<file path="config.mk">
export PLATFORM = sky130hd
export DESIGN_NAME = sd_card_cmd_responder
export DESIGN_NICKNAME = d
export VERILOG_FILES = /design/src/rtl/sd_card_cmd_responder.sv
export SDC_FILE = /design/constraint.sdc
export NUM_CORES = 1
export LEC_CHECK = 0
export ABC_AREA = 1
export BUFFER_PORTS_ARGS = -buffer_cell sky130_fd_sc_hd__buf_2
export CAP_MARGIN = 20
export CELL_PAD_IN_SITES_DETAIL_PLACEMENT = 1
export CELL_PAD_IN_SITES_GLOBAL_PLACEMENT = 1
export CORE_MARGIN = 2
export CORE_UTILIZATION = 39
export DETAILED_ROUTE_END_ITERATION = 7
export PLACE_DENSITY = 0.73
export SYNTH_ARGS = -nofsm -noshare
export SYNTH_HDL_FRONTEND = slang
export SYNTH_SLANG_ARGS = --single-unit
</file>
<file path="constraint.sdc">
create_clock -name sdClk -period 1.9 [get_ports sdClk]
set_input_delay 0.285 -clock sdClk [delete_from_list [all_inputs] [get_ports sdClk]]
set_output_delay 0.285 -clock sdClk [all_outputs]
set_load 0.02 [all_outputs]
</file>
<file path="src/rtl/sd_card_cmd_responder.sv">
// Card-side SD CMD line endpoint: receives 48-bit host commands,
// checks CRC7/end bit, and returns R1, R2 or R3 after the NCR gap.
//
// Ports:
//   sdClk, sysRstN          clock (rising edge), async active-low reset
//   sdCmdIn                 CMD line sampled from the pad
//   sdCmdOut, sdCmdEn       CMD line drive value and output enable
//   cmdValid                one-cycle pulse per received command frame
//   cmdIndex, cmdArg        index/argument of the last frame (held)
//   cmdCrcOk                CRC7 and end bit good (held)
//   respValid/Type/Data     response from the card model (WAIT_RESP only)
//   busy                    frame in flight or response pending/driving
module sd_card_cmd_responder #(
    parameter int NCR       = 2,
    parameter int RESP_WAIT = 64
) (
    input  logic         sdClk,
    input  logic         sysRstN,
    input  logic         sdCmdIn,
    output logic         sdCmdOut,
    output logic         sdCmdEn,
    output logic         cmdValid,
    output logic [5:0]   cmdIndex,
    output logic [31:0]  cmdArg,
    output logic         cmdCrcOk,
    input  logic         respValid,
    input  logic [1:0]   respType,
    input  logic [119:0] respData,
    output logic         busy
);

    // The wait counter also times the NCR gap, so it must reach
    // whichever of the two limits is larger, plus the overrun value.
    localparam int WAIT_MAX = (RESP_WAIT > NCR) ? RESP_WAIT : NCR;
    localparam int WW       = $clog2(WAIT_MAX + 2);
    localparam logic [WW-1:0] WAIT_LIM = WW'(RESP_WAIT);

    typedef enum logic [2:0] {
        IDLE,
        RX_HDR,
        RX,
        DISCARD,
        WAIT_RESP,
        GAP,
        TX
    } state_t;

    state_t         state;
    logic [7:0]     bitCnt;
    logic [45:0]    rxShift;
    logic [6:0]     crc;
    logic [WW-1:0]  waitCnt;
    logic [126:0]   txShift;
    logic [1:0]     txType;

    logic           rxOk;
    logic           accept;
    logic           gapMet;
    logic [7:0]     payLen;
    logic           txCrcEn;
    logic [126:0]   loadVal;

    function automatic logic [6:0] crcNext(
        input logic [6:0] c,
        input logic       b
    );
        logic fb;
        fb = c[6] ^ b;
        return {c[5:0], 1'b0} ^ (fb ? 7'h09 : 7'h00);
    endfunction

    // rxShift holds frame bits 1..46 when the end bit arrives.
    assign rxOk   = (rxShift[6:0] == crc) && sdCmdIn;
    assign accept = respValid && (waitCnt <= WAIT_LIM);
    assign gapMet = (int'(waitCnt) + 2) >= NCR;

    // Bits after the start bit that carry payload; CRC field follows.
    assign payLen = (txType == 2'b10) ? 8'd128 : 8'd40;
    // R2 CRC skips the 8-bit header, R1 covers the whole header.
    assign txCrcEn = (txType == 2'b01) || (bitCnt >= 8'd8);

    always_comb begin
        loadVal = '0;
        if (respType == 2'b10) begin
            loadVal = {1'b0, 6'h3F, respData};
        end else if (respType == 2'b01) begin
            loadVal = {1'b0, cmdIndex, respData[31:0], 88'd0};
        end else begin
            loadVal = {1'b0, 6'h3F, respData[31:0], 88'd0};
        end
    end

    always_ff @(posedge sdClk or negedge sysRstN) begin
        if (!sysRstN) begin
            state    <= IDLE;
            sdCmdOut <= 1'b1;
            sdCmdEn  <= 1'b0;
            cmdValid <= 1'b0;
            cmdIndex <= '0;
            cmdArg   <= '0;
            cmdCrcOk <= 1'b0;
            busy     <= 1'b0;
            bitCnt   <= '0;
            rxShift  <= '0;
            crc      <= '0;
            waitCnt  <= '0;
            txShift  <= '0;
            txType   <= 2'b00;
        end else begin
            cmdValid <= 1'b0;
            unique case (state)
                IDLE: begin
                    if (!sdCmdIn) begin
                        state  <= RX_HDR;
                        busy   <= 1'b1;
                        crc    <= '0;
                        bitCnt <= '0;
                    end
                end
                RX_HDR: begin
                    bitCnt  <= '0;
                    rxShift <= {rxShift[44:0], sdCmdIn};
                    crc     <= crcNext(crc, sdCmdIn);
                    state   <= sdCmdIn ? RX : DISCARD;
                end
                DISCARD: begin
                    bitCnt <= bitCnt + 8'd1;
                    if (bitCnt == 8'd45) begin
                        state <= IDLE;
                        busy  <= 1'b0;
                    end
                end
                RX: begin
                    bitCnt  <= bitCnt + 8'd1;
                    rxShift <= {rxShift[44:0], sdCmdIn};
                    if (bitCnt < 8'd38) begin
                        crc <= crcNext(crc, sdCmdIn);
                    end
                    if (bitCnt == 8'd45) begin
                        cmdValid <= 1'b1;
                        cmdIndex <= rxShift[44:39];
                        cmdArg   <= rxShift[38:7];
                        cmdCrcOk <= rxOk;
                        waitCnt  <= '0;
                        if (rxOk) begin
                            state <= WAIT_RESP;
                        end else begin
                            state <= IDLE;
                            busy  <= 1'b0;
                        end
                    end
                end
                WAIT_RESP: begin
                    waitCnt <= waitCnt + 1'b1;
                    if (accept) begin
                        txType  <= respType;
                        txShift <= loadVal;
                        if (respType == 2'b00) begin
                            state <= IDLE;
                            busy  <= 1'b0;
                        end else if (gapMet) begin
                            state    <= TX;
                            sdCmdEn  <= 1'b1;
                            sdCmdOut <= 1'b0;
                            bitCnt   <= 8'd1;
                            crc      <= '0;
                        end else begin
                            state <= GAP;
                        end
                    end else if (waitCnt > WAIT_LIM) begin
                        state <= IDLE;
                        busy  <= 1'b0;
                    end
                end
                GAP: begin
                    waitCnt <= waitCnt + 1'b1;
                    if (gapMet) begin
                        state    <= TX;
                        sdCmdEn  <= 1'b1;
                        sdCmdOut <= 1'b0;
                        bitCnt   <= 8'd1;
                        crc      <= '0;
                    end
                end
                TX: begin
                    bitCnt <= bitCnt + 8'd1;
                    if (bitCnt < payLen) begin
                        sdCmdOut <= txShift[126];
                        txShift  <= {txShift[125:0], 1'b0};
                        if (txCrcEn) begin
                            crc <= crcNext(crc, txShift[126]);
                        end
                    end else if (bitCnt < payLen + 8'd7) begin
                        // R3 carries an all-ones CRC field
                        sdCmdOut <= (txType == 2'b11) ? 1'b1 : crc[6];
                        crc      <= {crc[5:0], 1'b0};
                    end else if (bitCnt == payLen + 8'd7) begin
                        sdCmdOut <= 1'b1;
                    end else begin
                        sdCmdOut <= 1'b1;
                        sdCmdEn  <= 1'b0;
                        busy     <= 1'b0;
                        state    <= IDLE;
                    end
                end
                default: begin
                    state <= IDLE;
                end
            endcase
        end
    end

endmodule

</file>
==> results of run 1 <==
[logic make-up (layout without fill, tap and decap cells)]
kind of cell    after synthesis  in the layout
simple gates                540            540
compound gates              379            379
flops                       242            242
buf+inv                     184            416
fa+ha+maj                    11             11
xor+xnor                      3              3
other cells                   0              1
[metrics by stage]
step	util [%]	total power (uW)	setup TNS, ns
after CTS	49.9	17200	-17.90
after global routing	53.1	18900	-39.30
after detailed placement	45.7	11600	-19.31
after floorplan	-	10000	-5.18
final	53.1	17800	-24.45
after global placement	45.7	11300	-8.65
[power by group]
part	internal [uW]	switching, uW
logic	1940	2780
clock network	3150	2210
registers	6620	1050
total	11700	6050
[cell usage in the layout, fill, tap and decap left out, drive strengths merged]
cell / n
a21boi: 1
a21oi: 127
a22oi: 88
a31o: 1
a31oi: 2
buf: 246
bufinv: 1
clkbuf: 52
clkinv: 9
clkinvlp: 2
dfrtp: 241
dfstp: 1
diode: 1
dlygate4sd3: 2
ha: 11
inv: 104
nand2: 284
nand3: 72
nand3b: 1
nand4: 5
nor2: 173
nor3: 4
o211ai: 2
o21ai: 157
o31ai: 1
or2: 1
xnor2: 1
xor2: 2
[state kept, by name (all words and copies together) (netlist names)]
| name | flops |
|---|---|
| cmdIndex | 6 |
| sdCmdOut | 1 |
| txShift | 127 |
| busy | 1 |
| cmdValid | 1 |
| rxShift | 45 |
| state | 3 |
| waitCnt | 7 |
| bitCnt | 8 |
| txType | 2 |
| crc | 7 |
| cmdArg | 32 |
| cmdCrcOk | 1 |
| sdCmdEn | 1 |
[area by class of cell]
cell class	instances	area (um2)
well taps	384	480
clock buffers	40	826
multi-input cells	933	5140
fillers	3369	13400
inverters	105	394
flip-flops and latches	242	6060
clock inverters	11	100
repair buffers	260	2190
diodes	1	2.50
[critical path: cells and delay by family (launching register included)]
family,cells,cell delay [ns]
adders and majority gates,1,0.29
AOI/OAI and AO/OA,2,0.14
DFF,1,0.36
buffers and inverters,5,0.56
and+or+nand+nor,6,0.65
[what timing repair did]
item,CTS,global route
endpoints found under the hold margin,242,0
gates resized for setup,51,156
cloned,2,13
setup endpoints to repair,144,151
hold buffers,2,0
buffers inserted,9,5
pin swaps,12,19
[layer usage]
layer	vias to the layer above	global-route usage [%]
met1	5185	28.4
met3	57	4.35
met4	2	5.74
li1	4944	-
met5	-	0
met2	211	37.0
[worst paths after layout]
path	to	depth (start not counted)	startpoint	slack (ns)
setup / recovery	txShift[14]	14	txType[1]	-0.25
setup reg to reg	txShift[14]	14	txType[1]	-0.25
hold / removal	txShift[85]	3	respData[85]	0.04
hold reg to reg	busy	2	busy	0.48
max in group asynchronous	rxShift[31]	3	sysRstN	1.01
min in group asynchronous	waitCnt[2]	2	sysRstN	0.20
==> key figures, run 1 <==
Status
  • Status: complete, but fails checks
  • Failing checks: setup timing

Synthesis
  • Post-synth top area share: 53.3%
  • Post-Synth Adder-Cell Area: 1.22%
  • Post-synth net total: 1496
  • Most common cell in the synthesized netlist: nand2_1
  • Syn Area/Cell: 8.32 um2
  • Syn Inst Count: 1359
  • Synth top cells by count: nand2_1 (282), dfrtp_1 (241), nor2_1 (168)
  • Ys flop type: dfrtp_1
  • Combinational family with the most area after synthesis: simple AND/OR/NAND/NOR gates
  • Seq/Total Area, Yosys: 53.5%
  • Seq cells post-synth: 242
  • Synth warn: 0
  • Area contributors post-synth: dfrtp_1 (53%), nand2_1 (9.4%), o21ai_0 (6.9%), a22oi_1 (5.8%), a21oi_1 (5.6%)
  • EDFF count, synth: 0
  • Multiplexer share of the synthesized area: 0%
  • Synth Area in XOR/XNOR: less than 1%
  • Synth Area in Simple Gates: 19.2%
  • Synthesized area: ~11000 um2
  • Count of different cell masters after synthesis: 35
  • Fraction of registers with async set/reset: 100%
  • Top cell type by total area after synthesis: dfrtp_1
  • Compound-gate portion of the synthesized area: 18.9%

STA
  • Fin. Hold Viols: 0
  • Final WS setup: -0.250 ns
  • Final hold slack: 0.0439 ns
  • Slew headroom: 65.5%
  • Fin crit share: 113%
  • Fin crit period: 2.15 ns
  • Least-Margin Pin Slew: 0.518 ns
  • Count of final max-slew check failures: 0
  • Unrepaired setup endpoints after global routing: true
  • Final setup viols: 140
  • Clock Skew: 0.0185 ns
  • FMAX: 0.465 GHz

Worst setup path
  • CP Max Fanout: 14
  • Crit-path cells: inv_2 -> nor2_4 -> inv_2 -> ha_4 -> nand2_2 -> nor2_4 -> nand2_2 -> nand2_2 -> o21ai_4 -> buf_6 -> buf_12 -> buf_16 -> nor2_1 -> a21oi_1
  • Crit Path Class: flip-flop to flip-flop
  • Crit path launch type: flip-flop
  • CP arrival: 2.56 ns
  • CP max stage cell: dfrtp_1
  • CP endpoint kind: flip-flop
  • Worst Path Required: 2.31 ns
  • Max incr delay on CP: 0.36 ns
  • CP most frequent cell: nand2_2

Die
  • Site row count: 62
  • Io pins: between 150 and 200
  • Core footprint: 28600 um2
  • Die X: 174 um
  • Die height: 174 um
  • Initial core utilization: 39.5%
  • Die area: 30400 um2

Layout
  • # nets final: 1707
  • Share of layout cells above drive strength 1: 28.9%
  • Final Cell Area: 15200 um2
  • Syn-to-layout area delta: 34.2%
  • Non-Filler Instances: 1976

GRT
  • First-pass GRT wire length: 55000 um
  • Number of global-route vias before repair: about 11000
  • Total GRT Usage: 21.8%
  • Initial antenna violation count: 2
  • Congestion Overflow GR: 0
  • Largest net degree at the start of global routing: between 70 and 80

Drt
  • Post-DRT Antenna Nets: 0
  • WL met2: 17300 um
  • DRC: 0
  • Iteration count of the initial detailed-routing pass: 8
  • Routed WL: 34800 um
  • First DRT Iteration DRCs: 522
  • Metal-1 WL: 15000 um
  • Via density: approximately 5.3
  • DR WL/cell: 17.6 um
  • Met3 Wirelength: approximately 1700 um
  • Via Count: between 10000 and 15000
  • Max layer used: met5

Pwr
  • Power per cell area: between 1000 and 1500 nW/um2
  • Maximum vdd drop: 0.749 mV
  • Pleak: 0.00718 uW

Clock tree
  • Clk Latency, worst-skew pair: 0.55 ns
  • Max H-tree Level: 1
  • Buffers from clock root to sink, at most: 3
  • Root Buffer: clkbuf_16
  • Worst-path clk slew: 0.06 ns
  • # clock sinks: 242
  • CTS tree: yes
  • CTS buffer count: 28

Place
  • Cells after DPL: 1897
  • Port buffer count: 168
  • Dpl ws: -0.223 ns
  • RD Place Congestion: 0.861
  • Placed cell areas: between 10000 and 15000 um2
  • Hpwl dp: 22000 um

Run
  • Max-Cap Viols: 0

Hold path
  • Hold Crit Class: input pin to flip-flop
Note: power is estimated with default switching activity, not from simulation.
==> run 2: changes to the inputs <==
==> constraint.sdc (replaced) <==
create_clock -name sdClk -period 1.9 [get_ports sdClk]
set_input_delay 0.095 -clock sdClk [delete_from_list [all_inputs] [get_ports sdClk]]
set_output_delay 0.095 -clock sdClk [all_outputs]
set_load 0.02 [all_outputs]
==> run 2 against run 1 <==
  * Non-clock buffer count up 126
  * Critical endpoint is now txShift[63]
  * Highest routed layer is now met4
  * Fmax decreased by 6.8%
  * The flow still finishes with violations (setup timing)
  * Flip-flop and latch count is the same
  * Largest power group unchanged
  * Clock skew down 0.0046 ns
  * Register-to-register slack worse by 0.16 ns
  * Setup slack got worse by 0.16 ns
  * First-iteration DRC count is 47% higher
  * Global-route usage grew 3.3 points
  * Worst hold slack improved by 0.029 ns
==> key figures, run 2 (synthesized netlist as in run 1, its figures left out) <==
Status
  • Status: complete, but fails checks
  • Failing checks: setup timing

Die
  • Die area: 30400 um2 (unchanged)
  • Core footprint: 28600 um2 (unchanged)
  • Die height: 174 um (unchanged)
  • Initial core utilization: 39.5% (unchanged)
  • Io pins: 169 (unchanged)
  • Site row count: 62 (unchanged)
  • Die X: 174 um (unchanged)

Drt
  • DRC: 0 (unchanged)
  • DR WL/cell: 20.3 um (+15%)
  • Routed WL: 42800 um (+23%)
  • Via density: 5.41 (+2.9%)
  • Via Count: 11395 (+9.6%)
  • First DRT Iteration DRCs: 766 (+47%)
  • Iteration count of the initial detailed-routing pass: 5 (-3)
  • Post-DRT Antenna Nets: 0 (unchanged)

Worst setup path
  • R2R depth: 13 (-1)
  • CP max stage cell: dfrtp_1
  • Crit path launch type: flip-flop
  • Crit-path cells: nor2_4 -> inv_2 -> ha_4 -> nand2_2 -> nand2_2 -> a21oi_4 -> nand2_2 -> o21ai_4 -> buf_12 -> buf_8 -> buf_12 -> nor2_4 -> a21oi_2
  • CP arrival: 2.75 ns (+0.19 ns)
  • CP most frequent cell: nand2_2
  • CP endpoint kind: flip-flop
  • Worst Path Required: 2.34 ns (+0.03 ns)
  • R2R Setup Slk: -0.41 ns (-0.16 ns)
  • Crit Path Class: flip-flop to flip-flop
  • Max incr delay on CP: 0.40 ns (+0.04 ns)
  • CP Max Fanout: 6 (-8)
  • R2R Path End: txShift[63]
  • Worst r2r src: txType[0]

Layout
  • Filler cells: 3253 (-3.4%)
  • Largest register FFs: 127 (unchanged)
  • Largest regs: txShift (127), rxShift (45), cmdArg (32)
  • Share of layout cells above drive strength 1: 27.0% (-1.9 points)
  • # nets final: 1833 (+7.4%)
  • Commonest non-fill, non-tap cell in the layout: nand2_1
  • Most flop-heavy register: txShift
  • Non-Filler Instances: 2105 (+6.5%)
  • Final Core Density: 57.9% (+4.8 points)
  • Syn-to-layout area delta: 46.4%
  • Most frequent cells in the layout: nand2_1 (269), dfrtp_1 (241), buf_2 (167)

GRT
  • Number of global-route vias before repair: 12017 (+11%)
  • Initial antenna violation count: 3 (+1)
  • First-pass GRT wire length: 62600 um (+14%)
  • Largest net degree at the start of global routing: 79 (+5.3%)
  • Total GRT Usage: 25.0% (+3.3 points)
  • Congestion Overflow GR: 0 (unchanged)

STA
  • Unrepaired setup endpoints after global routing: true
  • Least-Margin Pin Slew: 0.503 ns (-0.0155 ns)
  • Final WS setup: -0.407 ns (-0.157 ns)
  • Count of final max-slew check failures: 0 (unchanged)
  • Final setup viols: 140 (unchanged)
  • Fin crit share: 121% (+8.3 points)
  • FMAX: 0.433 GHz (-6.8%)
  • Fin crit period: 2.31 ns (+0.157 ns)
  • Clock Skew: 0.0139 ns (-0.00461 ns)
  • Fin. Hold Viols: 0 (unchanged)
  • Slew headroom: 66.5% (+1.0 points)

Pwr
  • Comb pwr share: 27.4% (+0.8 points)
  • Power per cell area: 1140 nW/um2 (-2.2%)
  • Maximum vdd drop: 0.869 mV (+16%)
  • Clock share of power: 31.2% (+1.0 points)
  • Switch Pwr: 6600 uW (+9.2%)
  • Sequential Power Share: 41.4% (-1.8 points)
  • Pleak: 0.00778 uW (+8.4%)
  • Power Internal: 12400 uW (+5.4%)
  • Switching share of total power: 34.8% (+0.79 points)

Place
  • RD Place Congestion: 0.862 (+0.17%)
  • Hpwl dp: 21200 um (-3.4%)
  • Port buffer count: 168 (unchanged)
  • Cells after DPL: 1894 (-0.16%)

Hold path
  • Hold Path Depth: 5 (+2)
  • Hold Crit Class: input pin to flip-flop
  • Worst min-delay path endpoint: txShift[109]
  • Hold path startpoint: respData[109]

Clock tree
  • Clk Latency, worst-skew pair: 0.55 ns (about the same)
  • # clock sinks: 242 (unchanged)
  • Worst-path clk slew: 0.07 ns (about the same)
  • Buffers from clock root to sink, at most: 3 (unchanged)
  • CTS tree: yes
  • Max H-tree Level: 1 (unchanged)
  • CTS buffer count: 28 (unchanged)
  • Root Buffer: clkbuf_16

Run
  • Max-Cap Viols: 0 (unchanged)
## run 2: changes by cell type in the layout (fill, tap and decap cells not counted), moves of 4 or more
cell / before / now
a21oi_1: 80 / 73
a21oi_4: 0 / 6
buf_4: 36 / 44
clkinv_2: 6 / 2
dlygate4sd3_1: 2 / 122
nand2_1: 260 / 269
nand2_2: 21 / 13
nand3_1: 64 / 69
nor2_1: 120 / 116
nor2_4: 33 / 39
o21ai_1: 9 / 5
## run 2: critical path, delay by kind of cell (launching register included)
kind	cells	cell delay, ns
AO/OA/AOI/OAI	3	0.61
buffers and inverters	4	0.51
adder cells (fa/ha/maj)	1	0.23
AND/OR/NAND/NOR	5	0.43
flip-flops	1	0.40
## run 2: power by group through the flow
| stage | sequential [uW] | combinational [uW] | clock (uW) |
|---|---|---|---|
| 2_1_floorplan | 7350 | 2690 | 0 |
| 3_3_place_gp | 7520 | 3780 | 0 |
| 3_5_place_dp | 7570 | 3960 | 0 |
| 4_1_cts | 7580 | 4450 | 5950 |
| 5_1_grt | 8000 | 5830 | 6180 |
| 6_report | 7850 | 5190 | 5910 |
## run 2: worst max-delay path by stage
stage / start / to / slack, ns / cells past startpoint
finish: txType[0] / txShift[63] / -0.41 / 13
global route: txType[0] / txShift[63] / -0.52 / 13
CTS: txType[1] / txShift[65] / -0.22 / 14
detailed placement: txType[1] / txShift[79] / -0.23 / 12
global placement: txType[1] / txShift[45] / -0.13 / 12
floorplan: txType[1] / txShift[60] / -0.07 / 13
## run 2: what timing repair did
item                                   4_1_cts  5_1_grt
pin swaps                                    2       12
cloned                                       6       12
setup endpoints to repair                  142      157
endpoints found under the hold margin      363        0
setup buffers                               10       11
resized for setup                           61      154
hold buffers                               122        0
## run 2: per-stage QoR
stage	hold WS [ns]	TNS, ns	area (um2)	total power [uW]	setup WS (ns)
after floorplan	-0.201	-5.18	11400	10000	-0.0661
after global placement	0.0726	-12.51	13100	11300	-0.125
after CTS	0.0104	-22.25	15700	18000	-0.223
after detailed placement	0.0745	-20.50	13100	11500	-0.231
final	0.0728	-33.46	16600	19000	-0.407
after global routing	0.110	-51.33	16600	20000	-0.520
## run 2: area by class of cell
class	count	area, um2	share of cell area, %
timing repair buffer	386	3440	20.7
tap	384	480	2.90
antenna	3	7.51	0.0453
sequential	242	6060	36.6
inverter	105	394	2.38
multi-input combinational	933	5180	31.3
clock inverter	13	194	1.17
clock buffer	39	812	4.90
## run 2: metal layers
| metal | vias to the layer above | GRT usage, % | part of all wire, % |
|---|---|---|---|
| met5 | - | 0 | 0 |
| met4 | 0 | 9.70 | 4.3 |
| met3 | 112 | 4.02 | 4.3 |
| met2 | 326 | 44.1 | 51 |
| met1 | 5749 | 30.7 | 40 |
| li1 | 5208 | - | - |
